$ cat src/rtl/si4463_pkg.sv
// Shared constants for the Si4463 command sequencer: FSM state codes, radio
// opcodes/flags and the response-length clamp helper.
package si4463_pkg;

  // Controller state encoding.
  localparam logic [2:0] StIdle    = 3'd0;
  localparam logic [2:0] StCmd     = 3'd1;
  localparam logic [2:0] StGap1    = 3'd2;
  localparam logic [2:0] StPoll    = 3'd3;
  localparam logic [2:0] StPollGap = 3'd4;
  localparam logic [2:0] StRsp     = 3'd5;
  localparam logic [2:0] StFinish  = 3'd6;

  localparam logic [7:0] READ_CMD_BUFF = 8'h44;
  localparam logic [7:0] CTS_READY     = 8'hFF;
  localparam logic [7:0] DUMMY_BYTE    = 8'h00;

  function automatic logic [4:0] clamp_len(input logic [4:0] len, input logic [4:0] max_len);
    return (len > max_len) ? max_len : len;
  endfunction

endpackage

$ cat src/rtl/si4463_spi_byte.sv
// Mode-0 SPI byte shifter: MSB first, MOSI updated while SCLK is low, MISO
// sampled on SCLK rising edges. Each SCLK half-period lasts CLK_DIV clocks.
// done pulses one clock after the 8th rising edge (rx_byte valid from then on);
// busy stays high until the final falling edge has completed.
module si4463_spi_byte #(
  parameter int unsigned CLK_DIV = 4
) (
  input  logic       clk,
  input  logic       rst,
  input  logic       start,
  input  logic [7:0] tx_byte,
  input  logic       miso,
  output logic [7:0] rx_byte,
  output logic       busy,
  output logic       done,
  output logic       sclk,
  output logic       mosi
);

  logic [15:0] div_q;
  logic [2:0]  bit_q;
  logic [6:0]  tx_sr_q;
  logic [6:0]  rx_sr_q;
  logic        half_end;

  assign half_end = (div_q == 16'(CLK_DIV - 1));

  // Half-period divider, bit counter and shift registers.
  always_ff @(posedge clk or posedge rst) begin
    if (rst) begin
      busy    <= 1'b0;
      done    <= 1'b0;
      sclk    <= 1'b0;
      mosi    <= 1'b0;
      div_q   <= '0;
      bit_q   <= '0;
      tx_sr_q <= '0;
      rx_sr_q <= '0;
      rx_byte <= '0;
    end else begin
      done <= 1'b0;
      if (!busy) begin
        if (start) begin
          busy    <= 1'b1;
          div_q   <= '0;
          bit_q   <= '0;
          sclk    <= 1'b0;
          tx_sr_q <= tx_byte[6:0];
          mosi    <= tx_byte[7];
        end
      end else if (half_end) begin
        div_q <= '0;
        sclk  <= ~sclk;
        if (!sclk) begin
          // Rising edge: capture MISO.
          rx_sr_q <= {rx_sr_q[5:0], miso};
          if (bit_q == 3'd7) begin
            rx_byte <= {rx_sr_q, miso};
            done    <= 1'b1;
          end
        end else if (bit_q == 3'd7) begin
          busy <= 1'b0;
        end else begin
          // Falling edge: present the next bit.
          bit_q   <= bit_q + 3'd1;
          mosi    <= tx_sr_q[6];
          tx_sr_q <= {tx_sr_q[5:0], 1'b0};
        end
      end else begin
        div_q <= div_q + 16'd1;
      end
    end
  end

endmodule

$ cat src/rtl/si4463_cmd_ctrl.sv
// Si4463 command sequencer: shifts a host command out over SPI, polls CTS with
// READ_CMD_BUFF, then reads back the requested number of response bytes.
// Optional CTS poll timeout is enabled by defining SI4463_CTS_TIMEOUT_EN.
module si4463_cmd_ctrl
  import si4463_pkg::*;
#(
  parameter int unsigned CLK_DIV      = 4,
  parameter int unsigned NSEL_GAP     = 4,
  parameter int unsigned MAX_RSP_LEN  = 16,
  parameter int unsigned CTS_POLL_MAX = 1000
) (
  input  logic       clk,
  input  logic       rst,
  input  logic       cmd_valid,
  output logic       cmd_ready,
  input  logic [7:0] cmd_data,
  input  logic       cmd_last,
  input  logic [4:0] rsp_len,
  output logic       rsp_valid,
  output logic [7:0] rsp_data,
  output logic       rsp_last,
  output logic       busy,
  output logic       done,
  output logic       timeout_err,
  output logic       spi_sclk,
  output logic       spi_mosi,
  input  logic       spi_miso,
  output logic       spi_nsel
);

  logic [2:0]  state_q, state_d;
  logic [15:0] gap_q, gap_d;
  logic        last_q, last_d;
  logic [4:0]  len_q, len_d;
  logic [4:0]  rsp_cnt_q, rsp_cnt_d;
  logic [9:0]  poll_cnt_q, poll_cnt_d;
  logic        poll_ph_q, poll_ph_d;
  logic        nsel_q, nsel_d;
  logic        timeout_q, timeout_d;
  logic        done_d, rsp_valid_d, rsp_last_d;
  logic [7:0]  rsp_data_d;

  logic        spi_start, spi_busy, spi_done, spi_busy_prev_q;
  logic [7:0]  spi_tx, spi_rx;
  logic        byte_end, gap_end, accept;

  si4463_spi_byte #(
    .CLK_DIV(CLK_DIV)
  ) u_spi (
    .clk    (clk),
    .rst    (rst),
    .start  (spi_start),
    .tx_byte(spi_tx),
    .miso   (spi_miso),
    .rx_byte(spi_rx),
    .busy   (spi_busy),
    .done   (spi_done),
    .sclk   (spi_sclk),
    .mosi   (spi_mosi)
  );

  // Ready in IDLE, or between command bytes once the shifter is free.
  assign cmd_ready   = !rst && ((state_q == StIdle) ||
                                ((state_q == StCmd) && !spi_busy && !last_q));
  assign accept      = cmd_valid && cmd_ready;
  assign byte_end    = spi_busy_prev_q && !spi_busy;
  assign gap_end     = (gap_q == 16'(NSEL_GAP - 1));
  assign busy        = (state_q != StIdle);
  assign spi_nsel    = nsel_q;
  assign timeout_err = timeout_q;

  // Next-state, shifter start and response strobe generation.
  always_comb begin
    state_d     = state_q;
    gap_d       = gap_q;
    last_d      = last_q;
    len_d       = len_q;
    rsp_cnt_d   = rsp_cnt_q;
    poll_cnt_d  = poll_cnt_q;
    poll_ph_d   = poll_ph_q;
    nsel_d      = nsel_q;
    timeout_d   = timeout_q;
    done_d      = 1'b0;
    rsp_valid_d = 1'b0;
    rsp_last_d  = 1'b0;
    rsp_data_d  = rsp_data;
    spi_start   = 1'b0;
    spi_tx      = DUMMY_BYTE;
    case (state_q)
      StIdle: begin
        if (accept) begin
          spi_start  = 1'b1;
          spi_tx     = cmd_data;
          state_d    = StCmd;
          len_d      = clamp_len(rsp_len, 5'(MAX_RSP_LEN));
          last_d     = cmd_last;
          timeout_d  = 1'b0;
          nsel_d     = 1'b0;
          poll_cnt_d = '0;
        end
      end
      StCmd: begin
        if (accept) begin
          spi_start = 1'b1;
          spi_tx    = cmd_data;
          last_d    = cmd_last;
        end else if (byte_end && last_q) begin
          state_d = StGap1;
          nsel_d  = 1'b1;
          gap_d   = '0;
        end
      end
      StGap1, StPollGap: begin
        if (gap_end) begin
          state_d   = StPoll;
          nsel_d    = 1'b0;
          poll_ph_d = 1'b0;
          spi_start = 1'b1;
          spi_tx    = READ_CMD_BUFF;
        end else begin
          gap_d = gap_q + 16'd1;
        end
      end
      StPoll: begin
        if (byte_end) begin
          if (!poll_ph_q) begin
            // Opcode sent; clock out the dummy byte that returns CTS.
            poll_ph_d = 1'b1;
            spi_start = 1'b1;
          end else if (spi_rx == CTS_READY) begin
            if (len_q != 5'd0) begin
              state_d   = StRsp;
              rsp_cnt_d = '0;
              spi_start = 1'b1;
            end else begin
              state_d = StFinish;
              nsel_d  = 1'b1;
              gap_d   = '0;
            end
          end else begin
            state_d    = StPollGap;
            nsel_d     = 1'b1;
            gap_d      = '0;
            poll_cnt_d = poll_cnt_q + 10'd1;
`ifdef SI4463_CTS_TIMEOUT_EN
            if (poll_cnt_d == 10'(CTS_POLL_MAX)) begin
              state_d   = StFinish;
              timeout_d = 1'b1;
            end
`endif
          end
        end
      end
      StRsp: begin
        if (spi_done) begin
          rsp_cnt_d   = rsp_cnt_q + 5'd1;
          rsp_valid_d = 1'b1;
          rsp_last_d  = (rsp_cnt_d == len_q);
          rsp_data_d  = spi_rx;
        end
        if (byte_end) begin
          if (rsp_cnt_q == len_q) begin
            state_d = StFinish;
            nsel_d  = 1'b1;
            gap_d   = '0;
          end else begin
            spi_start = 1'b1;
          end
        end
      end
      StFinish: begin
        if (gap_end) begin
          done_d  = 1'b1;
          state_d = StIdle;
        end else begin
          gap_d = gap_q + 16'd1;
        end
      end
      default: state_d = StIdle;
    endcase
  end

  // State and output registers; reset forces NSEL high immediately.
  always_ff @(posedge clk or posedge rst) begin
    if (rst) begin
      state_q         <= StIdle;
      gap_q           <= '0;
      last_q          <= 1'b0;
      len_q           <= '0;
      rsp_cnt_q       <= '0;
      poll_cnt_q      <= '0;
      poll_ph_q       <= 1'b0;
      nsel_q          <= 1'b1;
      timeout_q       <= 1'b0;
      done            <= 1'b0;
      rsp_valid       <= 1'b0;
      rsp_last        <= 1'b0;
      rsp_data        <= '0;
      spi_busy_prev_q <= 1'b0;
    end else begin
      state_q         <= state_d;
      gap_q           <= gap_d;
      last_q          <= last_d;
      len_q           <= len_d;
      rsp_cnt_q       <= rsp_cnt_d;
      poll_cnt_q      <= poll_cnt_d;
      poll_ph_q       <= poll_ph_d;
      nsel_q          <= nsel_d;
      timeout_q       <= timeout_d;
      done            <= done_d;
      rsp_valid       <= rsp_valid_d;
      rsp_last        <= rsp_last_d;
      rsp_data        <= rsp_data_d;
      spi_busy_prev_q <= spi_busy;
    end
  end

endmodule

$ cat config.mk
export PLATFORM = sky130hd
export DESIGN_NAME = si4463_cmd_ctrl
export DESIGN_NICKNAME = d
export VERILOG_FILES = /design/src/rtl/si4463_pkg.sv /design/src/rtl/si4463_spi_byte.sv /design/src/rtl/si4463_cmd_ctrl.sv
export SDC_FILE = /design/constraint.sdc
export NUM_CORES = 1
export LEC_CHECK = 0
export ABC_CLOCK_PERIOD_IN_PS = 5500
export BUFFER_PORTS_ARGS = -buffer_cell sky130_fd_sc_hd__buf_2
export CORE_MARGIN = 8
export CORE_UTILIZATION = 65
export DETAILED_ROUTE_END_ITERATION = 7
export GPL_ROUTABILITY_DRIVEN = 0
export PLACE_DENSITY_LB_ADDON = 0.15
export SETUP_SLACK_MARGIN = 0.4
export SYNTH_ARGS = -nofsm -noshare
export SYNTH_HDL_FRONTEND = slang
export SYNTH_SLANG_ARGS = --single-unit
$ cat constraint.sdc
create_clock -name clk -period 5.5 [get_ports clk]
set_input_delay 1.1 -clock clk [delete_from_list [all_inputs] [get_ports clk]]
set_output_delay 1.1 -clock clk [all_outputs]
set_load 0.01 [all_outputs]
**Word level (Yosys, flattened, before mapping)**

Cells that the tools add are included.

- Bits of input ports: 18
- Flip-flop bits (word level): 89
- Word-level logic and storage cells: 178
- Output and inout port bits: 17

- Bitwise logic cells: 1
- Reductions and logical operators: 33
- $lt $le $gt $ge: 1
- Mux-type cells: 89
- Add/sub/neg operators: 4
- Eq/ne operators: 29

Operator list:

| operator | number |
|---|---|
| 16-bit two-way mux | 12 |
| 16-bit one-hot mux with 4 select lines | 1 |
| 3-bit two-way mux | 15 |
| 7-bit two-way mux | 6 |
| 1-bit two-way mux | 41 |
| 16-bit by 1-bit adder with 16-bit output, second input constant | 2 |
| 16-bit by 2-bit == test with 1-bit output, second input constant | 2 |
| 5-bit two-way mux | 6 |
| 2-bit inequality test, second input constant | 14 |
| 3-bit one-hot mux with 6 select lines | 1 |
| 9-bit AND reduction | 2 |
| 8-bit one-hot mux with 2 select lines | 1 |
| 3-bit == test, second input constant | 4 |
| 5-bit == test | 2 |
| 5-bit one-hot mux with 2 select lines | 1 |
| 10-bit AND reduction | 1 |
| 5-bit nonzero test | 2 |
| 8-bit == test, second input constant | 1 |
| 8-bit two-way mux | 1 |
| 2-bit AND reduction | 4 |
| 4-bit AND reduction | 2 |
| 3-bit by 2-bit == test with 1-bit output, second input constant | 2 |
| 1-bit logical AND | 6 |
| 3-bit AND reduction | 2 |
| other kinds (20) | 26 |

**Longest topological paths before layout**

- Depth in word-level cells: 10
- Depth in mapped cells: 9

**Modules after synthesis**

A second synthesis with hierarchy kept.

- Cells, all modules: 465
- Area, all modules: 4685.7 um^2

Modules (own cells, without submodules):

| module | times used | seq. area each (um^2) | cells each | area an instance (um^2) |
|---|---|---|---|---|
| si4463_cmd_ctrl | 1 | 1102.3 | 283 | 2486.1 |
| si4463_spi_byte | 1 | 1126.1 | 182 | 2199.6 |

**Least setup slack after synthesis**

Ideal clock, no wire load.

- Kind: input to output
- Start point: input port rst
- End point: output port cmd_ready
- Arrival: 3.397 ns
- Required time: 4.400 ns
- Stages: 2
- Setup slack: 1.003 ns
- Path buffers: 0
- Cell sequence: inv_1 -> and3_1

- Longest elaborated chain between the ends: 2

RTL lines:

| item | RTL line | source |
|---|---|---|
| from (decl) | si4463_cmd_ctrl.sv:13 | `input logic rst,` |
| 1-bit logical NOT (no line) | - |  |
| 1-bit logical AND | si4463_cmd_ctrl.sv:63 | `assign cmd_ready = !rst && ((state_q == StIdle) \|\|` |
| to (decl) | si4463_cmd_ctrl.sv:15 | `output logic cmd_ready,` |

No other way between the ends.

**Worst setup path after layout**

- Start point: register u_spi.busy
- End point: output port cmd_ready

- Longest elaborated chain between the ends: 5

RTL lines:

| item | RTL line | source |
|---|---|---|
| from (decl) | si4463_spi_byte.sv:14 | `output logic busy,` |
| from (signal assigned) | si4463_spi_byte.sv:31 | `busy <= 1'b0;` |
| from (signal assigned) | si4463_spi_byte.sv:44 | `busy <= 1'b1;` |
| from (signal assigned) | si4463_spi_byte.sv:62 | `busy <= 1'b0;` |
| 1-bit logical NOT | - |  |
| 1-bit logical AND (2 in series) | si4463_cmd_ctrl.sv:64 | `((state_q == StCmd) && !spi_busy && !last_q));` |
| 1-bit logical OR | si4463_cmd_ctrl.sv:63 |  |
| 1-bit logical AND | si4463_cmd_ctrl.sv:63 |  |

No other way between the ends.

==> impl_metrics.tcl <==
set metrics [dict create \
    critPathKind "register to output port" \
    clockBufferDepth 2 \
    nFillCells 501 \
    drt_iter0_markers 190 \
    rr_worst_depth 7 \
    finalCritPeriodShare_pct 52.9 \
    cts.repair.resized 0 \
    timing.final.hold_violations 0 \
    topRoutingLayerUsed "met4" \
    cts_tree "built" \
    grt_pass1_vias 3407 \
    max_slew_margin_pct 28.3 \
    synth_edf_count 0 \
    met3WireLength_um 545 \
    setup_viol 0 \
    synthFlopType "dfrtp_1" \
    fin_area_mm2 0.00500 \
    nNetsFinal 504 \
    drv_slew 0 \
    cts-buffers-inserted 9 \
    core_area_mm2 0.00683 \
    worstPathArrival_ps 1810 \
    placed_area_mm2 0.00479 \
    syn_to_final_growth_pct 8.92 \
    clock_skew_ps 9.41 \
    cts_root_buffer "clkbuf_8" \
    rows 30 \
    startpoint_type "register" \
    fp.dieH_um 100 \
    utilization_pct 73.2 \
    drt.antenna.violating_nets 0 \
    fin_crit_ps 2910 \
    hpwlAfterDp_mm 6.63 \
    seq_area_mm2 0.00223 \
    rsz0062_at_grt "no" \
    timing.rr.end "u_spi.tx_sr_q[3]" \
    outcome "finished, final reports clean" \
    r2r_slack_ps 2940 \
    vias_per_cell 6.13 \
    cp_max_fo 20 \
    synth_area_mm2 0.00459 \
    powerDensity_mw_per_mm2 322 \
    grt_pass1_wl_mm 16.3 \
    vdd_drop_max_v 0.000234 \
    grt_overflow 0 \
    drv_cap 0 \
    postRouteWirelength_mm 9.55 \
    antenna_found_initial 0 \
    multi_input_area_mm2 0.00221 \
    detail_route.wl_per_cell_um 16.4 \
    max_freq_mhz 344 \
    via_count 3570 \
    layout-drive-gt1-share_pct 20.6 \
    die_w_um 100 \
    hp-class "register to register" \
    p_leak_uw 0.00225 \
    r2r_start "u_spi.busy" \
    startpoint "u_spi.busy" \
    holdBufCountCts 0 \
    clkSinkCount 89 \
    crit_end "cmd_ready" \
    postCtsSetupBuffers 0 \
    antenna_cells 0 \
    synth.avg_cell_area_um2 10.1 \
    final_common_cell "dfrtp_1" \
    h-tree-depth 3 \
    drc_errors 0 \
    track_usage_pct 20.2 \
    pin_count 35 \
    yosysSeqAreaShare_pct 48.6 \
    start_util_pct 67.2 \
    endpoint_kind "output port" \
    drtPass1Iterations 5 \
    wl_met1_mm 4.45 \
    synthCells 455 \
    holdWs_ps 473 \
    ys_types 59 \
    synth_warnings 0 \
    die_area_mm2 0.0100 \
    portBuffers 33 \
    dr_wl_met2_mm 4.47 \
    worstMarginPinSlew_ps 1080 \
    clock_latency_ps 360 \
    fin_tns_setup_ps 0 \
    required_ps 4400 \
    ys_seq_elements 89 \
    mostFrequentLayoutCells "dfrtp_1 (88), o21ai_0 (51), nand2_1 (43)" \
    path_clk_slew_ps 90 \
    synth_async_sr_flop_share_pct 100 \
    p_total_uw 1610 \
    synth_nets 478 \
    grt_max_degree 90 \
]
[power breakdown]
part,leakage [uW],switching (uW),internal (uW)
clock network,0.000101,252,220
registers,0.00113,78.6,700
logic,0.00102,223,135
[flip-flops by register name, indices dropped and copies added (netlist names), 3 cells and up]
name and cells:
u_spi.tx_sr_q 7, rsp_data 8, u_spi.rx_sr_q 7, u_spi.rx_byte 8
state_q 3, len_q 5, u_spi.bit_q 3, rsp_cnt_q 5
u_spi.div_q 16, gap_q 16
[critical path, cell delays in order, from the launching register on]
cell	delay, ps
dfrtp_1	740
o21ai_0	330
and3_1	260
buf_2	130
[cells in the mapped netlist (all sizes together) (9+ instances only)]
cell / instances / area share [%]
buf: 12 / 1.6
nand3: 16 / 1.7
dfrtp: 88 / 48
nand2: 43 / 3.5
o21ai: 52 / 5.7
mux2: 34 / 9.0
nand4: 13 / 2.1
and3: 9 / 1.2
inv: 12 / 0.98
a31oi: 9 / 1.2
nor2: 43 / 3.7
a21oi: 16 / 1.7
[worst min path at each step]
stage | start | end | slack [ps] | depth (start not counted)
3_3_place_gp | spi_nsel | spi_nsel | 450 | 2
5_1_grt | spi_nsel | spi_nsel | 520 | 2
4_1_cts | spi_nsel | spi_nsel | 480 | 2
6_report | spi_nsel | spi_nsel | 470 | 2
2_1_floorplan | u_spi.busy | spi_busy_prev_q | 350 | 0
3_5_place_dp | spi_nsel | spi_nsel | 460 | 2
[logic make-up after synthesis]
kind of cell    synth area share [%]
mux                             9.22
xor+xnor                        2.10
simple gates                    20.5
fa+ha+maj                       1.36
buf+inv                         3.24
compound gates                  14.9
flops                           48.6
other cells                   0.0817
[cell type report]
class,count,share of cell area (%)
Clock buffer,9,2.48
Sequential cell,89,44.6
Multi-Input combinational cell,334,44.2
Inverter,12,0.926
Tap cell,96,2.40
Timing Repair Buffer,35,3.61
Clock inverter,7,1.75
[per-layer routing]
layer / vias to the layer above / GRT usage (%)
li1: 1706 / -
met3: 9 / 4.71
met2: 107 / 30.4
met5: - / 0
met4: 0 / 5.81
met1: 1748 / 28.3
[metrics by stage]
step	cells	setup WS, ps
after detailed placement	566	2650
after global routing	582	2480
final	582	2590
after CTS	582	2590
after floorplan	455	1000
after global placement	566	2780
Note: power is estimated with default switching activity, not from simulation.
